### src/rtl/bus_arb_pkg.sv
// Shared types for the N-master bus arbiter.
// Arbiter state encoding and arbitration mode constants.
package bus_arb_pkg;

    typedef enum logic [1:0] {
        IDLE        = 2'd0,
        GRANT       = 2'd1,
        GRANT_SPLIT = 2'd2
    } arb_state_e;

    localparam logic ARB_FIXED = 1'b0;
    localparam logic ARB_RR    = 1'b1;

endpackage

### src/rtl/bus_arbiter_rr_pick.sv
// Rotating-base priority picker: lowest index in fixed mode,
// first eligible index above base (mod N) in round-robin mode.
module rr_pick
    import bus_arb_pkg::*;
#(
    parameter int N  = 4,
    parameter int IW = $clog2(N)
) (
    input  logic [N-1:0]  elig_i,
    input  logic [IW-1:0] base_i,
    input  logic          mode_i,
    output logic          valid_o,
    output logic [IW-1:0] idx_o
);

    logic [IW-1:0] cand;
    int            slot;

    // Walk from the furthest slot back to the nearest so the nearest wins.
    always_comb begin
        valid_o = |elig_i;
        idx_o   = '0;
        cand    = '0;
        slot    = 0;
        for (int i = N - 1; i >= 0; i--) begin
            if (mode_i == ARB_RR) begin
                slot = (int'(base_i) + 1 + i) % N;
            end else begin
                slot = i;
            end
            cand = IW'(slot);
            if (elig_i[cand]) begin
                idx_o = cand;
            end
        end
    end

endmodule

### src/rtl/bus_arbiter_rr.sv
// N-master bus arbiter with fixed/round-robin pick, split masking
// and hold-time preemption; the split slave always wins from IDLE.
module bus_arbiter_rr
    import bus_arb_pkg::*;
#(
    parameter int NUM_MASTERS = 4,
    parameter int RR_MODE     = 1,
    parameter int MAX_HOLD    = 0,
    parameter int SEL_W       = $clog2(NUM_MASTERS + 1)
) (
    input  logic                           clk,
    input  logic                           rst,
    input  logic [NUM_MASTERS-1:0]         req_i,
    input  logic                           req_split_i,
    input  logic                           split_start_i,
    input  logic                           split_clr_i,
    input  logic [$clog2(NUM_MASTERS)-1:0] split_clr_id_i,
    output logic [NUM_MASTERS-1:0]         grant_o,
    output logic                           grant_split_o,
    output logic [SEL_W-1:0]               sel_o,
    output logic [NUM_MASTERS-1:0]         split_mask_o
);

    localparam int   IW         = $clog2(NUM_MASTERS);
    localparam int   HOLD_W     = (MAX_HOLD > 1) ? $clog2(MAX_HOLD) : 1;
    localparam int   HOLD_LIM   = (MAX_HOLD > 0) ? MAX_HOLD - 1 : 0;
    localparam logic PREEMPT_EN = (RR_MODE == 1) && (MAX_HOLD != 0);
    localparam logic MODE       = (RR_MODE == 1) ? ARB_RR : ARB_FIXED;

    arb_state_e             state_q, state_d;
    logic [IW-1:0]          owner_q, owner_d;
    logic [IW-1:0]          ptr_q, ptr_d;
    logic [HOLD_W-1:0]      hold_q, hold_d;
    logic [NUM_MASTERS-1:0] mask_q, mask_d;

    logic [NUM_MASTERS-1:0] elig;
    logic [NUM_MASTERS-1:0] owner_oh;
    logic [NUM_MASTERS-1:0] others;
    logic                   hold_top;
    logic                   pick_valid;
    logic [IW-1:0]          pick_idx;

    assign elig     = req_i & ~mask_q;
    assign owner_oh = NUM_MASTERS'(1) << owner_q;
    assign others   = elig & ~owner_oh;
    assign hold_top = (hold_q == HOLD_W'(HOLD_LIM));

    rr_pick #(
        .N  (NUM_MASTERS),
        .IW (IW)
    ) u_pick (
        .elig_i  (elig),
        .base_i  (ptr_q),
        .mode_i  (MODE),
        .valid_o (pick_valid),
        .idx_o   (pick_idx)
    );

    always_comb begin
        state_d = state_q;
        owner_d = owner_q;
        ptr_d   = ptr_q;
        hold_d  = hold_q;
        mask_d  = mask_q;
        if (split_clr_i && (int'(split_clr_id_i) < NUM_MASTERS)) begin
            mask_d[split_clr_id_i] = 1'b0;
        end
        unique case (state_q)
            IDLE: begin
                if (req_split_i) begin
                    state_d = GRANT_SPLIT;
                end else if (pick_valid) begin
                    state_d = GRANT;
                    owner_d = pick_idx;
                    ptr_d   = pick_idx;
                    hold_d  = '0;
                end
            end
            GRANT: begin
                // A split set is applied after the clear so it wins.
                if (split_start_i) begin
                    mask_d[owner_q] = 1'b1;
                    state_d         = IDLE;
                end else if (!req_i[owner_q]) begin
                    state_d = IDLE;
                end else if (PREEMPT_EN && hold_top && (|others)) begin
                    state_d = IDLE;
                end else if (!hold_top) begin
                    hold_d = hold_q + HOLD_W'(1);
                end
            end
            GRANT_SPLIT: begin
                if (!req_split_i) begin
                    state_d = IDLE;
                end
            end
            default: state_d = IDLE;
        endcase
    end

    always_ff @(posedge clk) begin
        if (rst) begin
            state_q <= IDLE;
            owner_q <= '0;
            ptr_q   <= IW'(NUM_MASTERS - 1);
            hold_q  <= '0;
            mask_q  <= '0;
        end else begin
            state_q <= state_d;
            owner_q <= owner_d;
            ptr_q   <= ptr_d;
            hold_q  <= hold_d;
            mask_q  <= mask_d;
        end
    end

    always_comb begin
        grant_o       = '0;
        grant_split_o = 1'b0;
        sel_o         = '0;
        unique case (1'b1)
            (state_q == GRANT): begin
                grant_o = owner_oh;
                sel_o   = SEL_W'(owner_q) + SEL_W'(1);
            end
            (state_q == GRANT_SPLIT): grant_split_o = 1'b1;
            default: ;
        endcase
    end

    assign split_mask_o = mask_q;

endmodule

### config.mk
export PLATFORM = sky130hd
export DESIGN_NAME = bus_arbiter_rr
export DESIGN_NICKNAME = d
export VERILOG_FILES = /design/src/rtl/bus_arb_pkg.sv /design/src/rtl/bus_arbiter_rr_pick.sv /design/src/rtl/bus_arbiter_rr.sv
export SDC_FILE = /design/constraint.sdc
export NUM_CORES = 1
export LEC_CHECK = 0
export BUFFER_PORTS_ARGS = -buffer_cell sky130_fd_sc_hd__buf_4
export CAP_MARGIN = 20
export CORE_UTILIZATION = 46
export CTS_BUF_LIST = sky130_fd_sc_hd__clkbuf_4
export DETAILED_ROUTE_END_ITERATION = 10
export HOLD_SLACK_MARGIN = 0.12
export PLACE_DENSITY = 0.76
export SKIP_CTS_REPAIR_TIMING = 1
export SYNTH_ARGS = -nofsm -noshare
export SYNTH_HDL_FRONTEND = slang
export SYNTH_SLANG_ARGS = --single-unit
### constraint.sdc
create_clock -name clk -period 1.2 [get_ports clk]
set_input_delay 0.06 -clock clk [delete_from_list [all_inputs] [get_ports clk]]
set_output_delay 0.06 -clock clk [all_outputs]
set_load 0.01 [all_outputs]
[Word-level counts from Yosys, hierarchy flattened]
Index checks and enable logic that the tools add are counted.
Storage, ports and cells
  logic and storage cells: 65
  output and inout port bits: 12
  input port bits: 11
  register bits: 10
Cells by class
  reduce and logical (&&, ||, !) cells: 6
  muxes and demuxes: 30
  add/sub/neg operators: 5
  bitwise gates (word level): 6
  shift-type cells: 1
  eq/ne operators: 5
  $lt $le $gt $ge: 8
Operators by type and width (number)
  $lt 2x3->1 const B: 6
  $mux 2: 9
  $mux 4: 4
  $bmux 1 s2: 5
  $and 4x4->4: 2
  $mux 1: 8
  $not 4->4: 2
  $ne 3x3->1 const B: 2
  $pmux 2 s3: 1
  $reduce_and 3->1: 2
  $add 2x1->2 const B: 2
  $add 2x2->2 const B: 2
  $demux 1 s2: 2
  $ge 2x1->1 const B: 2
  $or 4x4->4: 1
  $reduce_or 4->1: 1
  $shl 1x2->4 const A: 1
  $add 2x1->3 const B: 1
  $mux 3: 1
  $eq 2x1->1 const B: 1
  $eq 2x2->1 const B: 1
  $logic_and 1x1->1: 2
  $logic_not 2->1: 1
  $ne 2x2->1 const B: 1
  $not 1->1: 1

[Depth between registers and ports, before layout]
  word-level depth: 10
  gate-level depth with buffers: 5
  gate-level depth less buffers: 5

[Modules after synthesis]
A second synthesis with hierarchy kept.
Unflattened totals
  cells, all modules: 85
  area total of the unflattened synthesis: 678.2 sq um
Modules (own cells, without submodules)
  bus_arbiter_rr: area each 550.5 sq um, sequential area each 200.2 sq um, cells each 64, times used 1
  rr_pick: area each 127.6 sq um, sequential area each 0.0 sq um, cells each 21, times used 1

[Least setup slack after synthesis]
No wires, ideal clock.
  path type: register -> register
  from: register state_q[1]
  to: register owner_q[0]
  arrival: 1181 ps
  library setup time: 74 ps
  required time: 1126 ps
  setup slack: -55 ps
  clock period less this slack: 1255 ps
  cell stages (with the launch flop): 5
  cells stage by stage: dfxtp_1 > or3_4 > a41o_1 > a21o_1 > a31oi_1
Between the ends
  word-level cells in the longest chain between the ends: 2
RTL lines
  start, declared: RTL line bus_arbiter_rr.sv:30  | arb_state_e state_q, state_d;
  start signal, assigned: RTL line bus_arbiter_rr.sv:109  | state_q <= state_d;
  $logic_not 2->1: RTL line bus_arbiter_rr.sv:68  | unique case (state_q)
  $reduce_and 3->1 (no source line)
  end signal, assigned: RTL line bus_arbiter_rr.sv:110  | owner_q <= owner_d;
  end, declared: RTL line bus_arbiter_rr.sv:31  | logic [IW-1:0] owner_q, owner_d;
No other way between the ends.
A chain may end at the register's enable or synchronous reset.

[Worst setup path in the final report]
  from: register state_q[0]
  to: register ptr_q[1]
Between the ends
  word-level cells in the longest chain between the ends: 2
RTL lines
  $logic_not 2->1: RTL line bus_arbiter_rr.sv:68
  $reduce_and 3->1 (no source line)
  end signal, assigned: RTL line bus_arbiter_rr.sv:105  | ptr_q <= IW'(NUM_MASTERS - 1);
  end signal, assigned: RTL line bus_arbiter_rr.sv:111  | ptr_q <= ptr_d;
  end, declared: RTL line bus_arbiter_rr.sv:32  | logic [IW-1:0] ptr_q, ptr_d;
No other way between the ends.

==> flow_summary.yaml <==
timing:
  max_freq_ghz: 0.709
  rsz0062_at_grt: "true"
  setup_violations: 11
  skew_ns: 0.00267
  worst_pin_slew_ns: 0.348
  fin_crit_sh_pct: 118
  drv_slew: 0
  finalCriticalPeriod_ns: 1.41
  maxSlewHeadroom_pct: 76.4
  setup_slack_ns: -0.210
  tns_ns: -1.44
  hold_viol_final: 0
synth:
  synth_ff_type: "dfxtp_1"
  syn_area_sq_um: 707
  synth_seq_cells: 10
  ys_seq_area_share_pct: 28.3
  synth-compound-area-share_pct: 20.9
  yosys.area.top_type_share_pct: 28.3
  yosys-mux-area-fraction_pct: 3.19
  syn_avg_cell_area_sq_um: 8.84
  yosys-top-cells-area: "dfxtp_1, ha_1, and2_1"
  synth-edff-count: 0
  postSynthCellCount: 80
  synth_cell_types: 32
  postSynth.asyncResetShare_pct: 0
  synth-simple-area-share_pct: 32.2
  synth_top_family_by_area: "simple AND/OR/NAND/NOR gates"
  netlist.top_cell.by_area: "dfxtp_1"
  yosys_warnings: 0
  synth-adder-area-share_pct: 7.08
  synth_nets: 95
  synthXorXnorAreaFrac_pct: 0
detailed_routing:
  wl_per_cell_microns: 16.1
  final_antenna_net_count: 0
  drt_iter0_markers: 28
  firstDrtPassIters: 4
  vias: 736
  drt_wl_total_mm: 2.06
  drc: 0
  drt-vias-per-instance: 5.75
final_layout:
  drive_above_1_share_pct: 47.8
  areaGrowthSynthToFinish_pct: 47.4
  most-common-layout-cells: "buf_4, dfxtp_1, a21oi_1, buf_6, nand2_1"
  final_cells: 128
  final_common_cell: "buf_4"
  n_antenna_cell: 0
  final_nets: 129
  final_area_sq_um: 1040
  utilization_pct: 76.3
setup_path:
  worstPathArrival_ns: 1.56
  crit_chain: "or3_4 > a41o_4 > a21oi_1 > nand2_1"
  cp-end-kind: "flip-flop"
  cpPeakStageDelay_ns: 0.39
  cp.required_ns: 1.35
  criticalPathCategory: "reg -> reg"
  worst-path-max-fanout: 5
  critPathSlowestCell: "or3_4"
  start_kind: "flip-flop"
power:
  vdd_drop_max_uv: 626
  p_leak_nw: 0.453
  report.power.total_w: 0.000870
  netSwitchingPower_w: 0.000268
  comb_power_share_pct: 27.9
  intPower_w: 0.000602
  switching_share_pct: 30.8
  power_frac_clock_pct: 28.3
  power_density_nw_per_um2: 835
  pwr-share-seq_pct: 43.8
cts:
  cts_buffers: 3
  clk_latency_ns: 0.27
  cts_tree: "yes"
  clk_path_buf_depth: 2
  clk_pin_slew_worst_paths_ns: 0.07
  clock_tree.root_cell: "clkbuf_4"
  h-tree-depth: 1
  cts_sinks: 10
die:
  core_sq_um: 1370
  die_h_microns: 41.2
  fp-row-count: 13
  start_util_pct: 51.7
  ios: 23
  fp.dieW_microns: 41.2
  die_area_sq_um: 1700
global_routing:
  grt.total_usage_pct: 23.9
  grt_pass1_wl_mm: 2.55
  grt_max_degree: 11
  antenna_found_initial: 0
  gr-total-overflow: 0
  grt_pass1_vias: 605
placement:
  post_dp_cell_area_sq_um: 896
  gp_congestion: 0.817
  dp_cells: 119
  hpwl_mm: 1.31
  portBuffers: 22
run_status:
  status: "finished, violations left"
  violations: "negative setup slack"
flow_run:
  cap_violations: 0
worst_hold_path:
  hold_path.class: "in -> reg"
cell usage after synthesis (all sizes together) (2+ instances only):
library cell and number:
a211oi 2, a21oi 6, a22oi 2, a31oi 2, and2 6, and2b 4, buf 3, dfxtp 10
ha 4, inv 5, nand2 6, nand2b 4, nand3 3, nand3b 2, nor2 2, nor3b 2
o2111ai 2, o21ai 3
sequential cells by signal, summed over array words and instances (netlist names):
signal,cells
split_mask_o,4
owner_q,2
ptr_q,2
state_q,2
final timing paths:
path | slack [ns] | startpoint | end | cells after the start
worst min register to register | 0.52 | state_q[0] | state_q[1] | 2
worst min-delay path | 0.13 | split_clr_id_i[0] | split_mask_o[0] | 3
worst max-delay path | -0.21 | state_q[0] | ptr_q[1] | 4
worst max register to register | -0.21 | state_q[0] | ptr_q[1] | 4
per-layer routing:
metal	vias to the layer above	share of wire [%]	GRT usage, %	routed length [microns]
met1	352	44	29.4	897
met2	22	51	37.9	1050
met3	6	3.7	6.52	76
li1	356	-	-	-
met4	0	1.8	12.1	37
met5	-	0	0	0
stage by stage:
stage               setup WS [ns]  hold WS, ns
CTS                        -0.260       0.0340
global placement          -0.0989        0.315
global route               -0.206        0.169
floorplan                 -0.0490        0.193
finish                     -0.210        0.132
detailed placement         -0.144        0.322
cells by family after synthesis:
logic type	count (synthesis)
compound gates	22
fa+ha+maj	4
buf+inv	9
flops	10
mux	1
simple gates	34
worst max-delay path, delay by kind of cell, from the launching register on:
| kind | cells | cell delay (ns) |
|---|---|---|
| DFF | 1 | 0.33 |
| and+or+nand+nor | 2 | 0.49 |
| AOI/OAI and AO/OA | 2 | 0.47 |
power by group through the flow:
stage	clock, W	combinational, W	sequential (W)
after CTS	0.000248	0.000195	0.000376
after global placement	0	0.000192	0.000382
after floorplan	0	0.000134	0.000371
after global routing	0.000261	0.000263	0.000382
after detailed placement	0	0.000194	0.000384
final	0.000246	0.000243	0.000381
area by class of cell:
| class | instances | area, sq um |
|---|---|---|
| inverter | 5 | 21.3 |
| timing repair buffer | 33 | 278 |
| fill | 88 | 324 |
| clock buffer | 3 | 22.5 |
| multi-input combinational | 61 | 492 |
| sequential | 10 | 206 |
| tap | 15 | 18.8 |
| clock inverter | 1 | 3.75 |
Note: power is estimated with default switching activity, not from simulation.
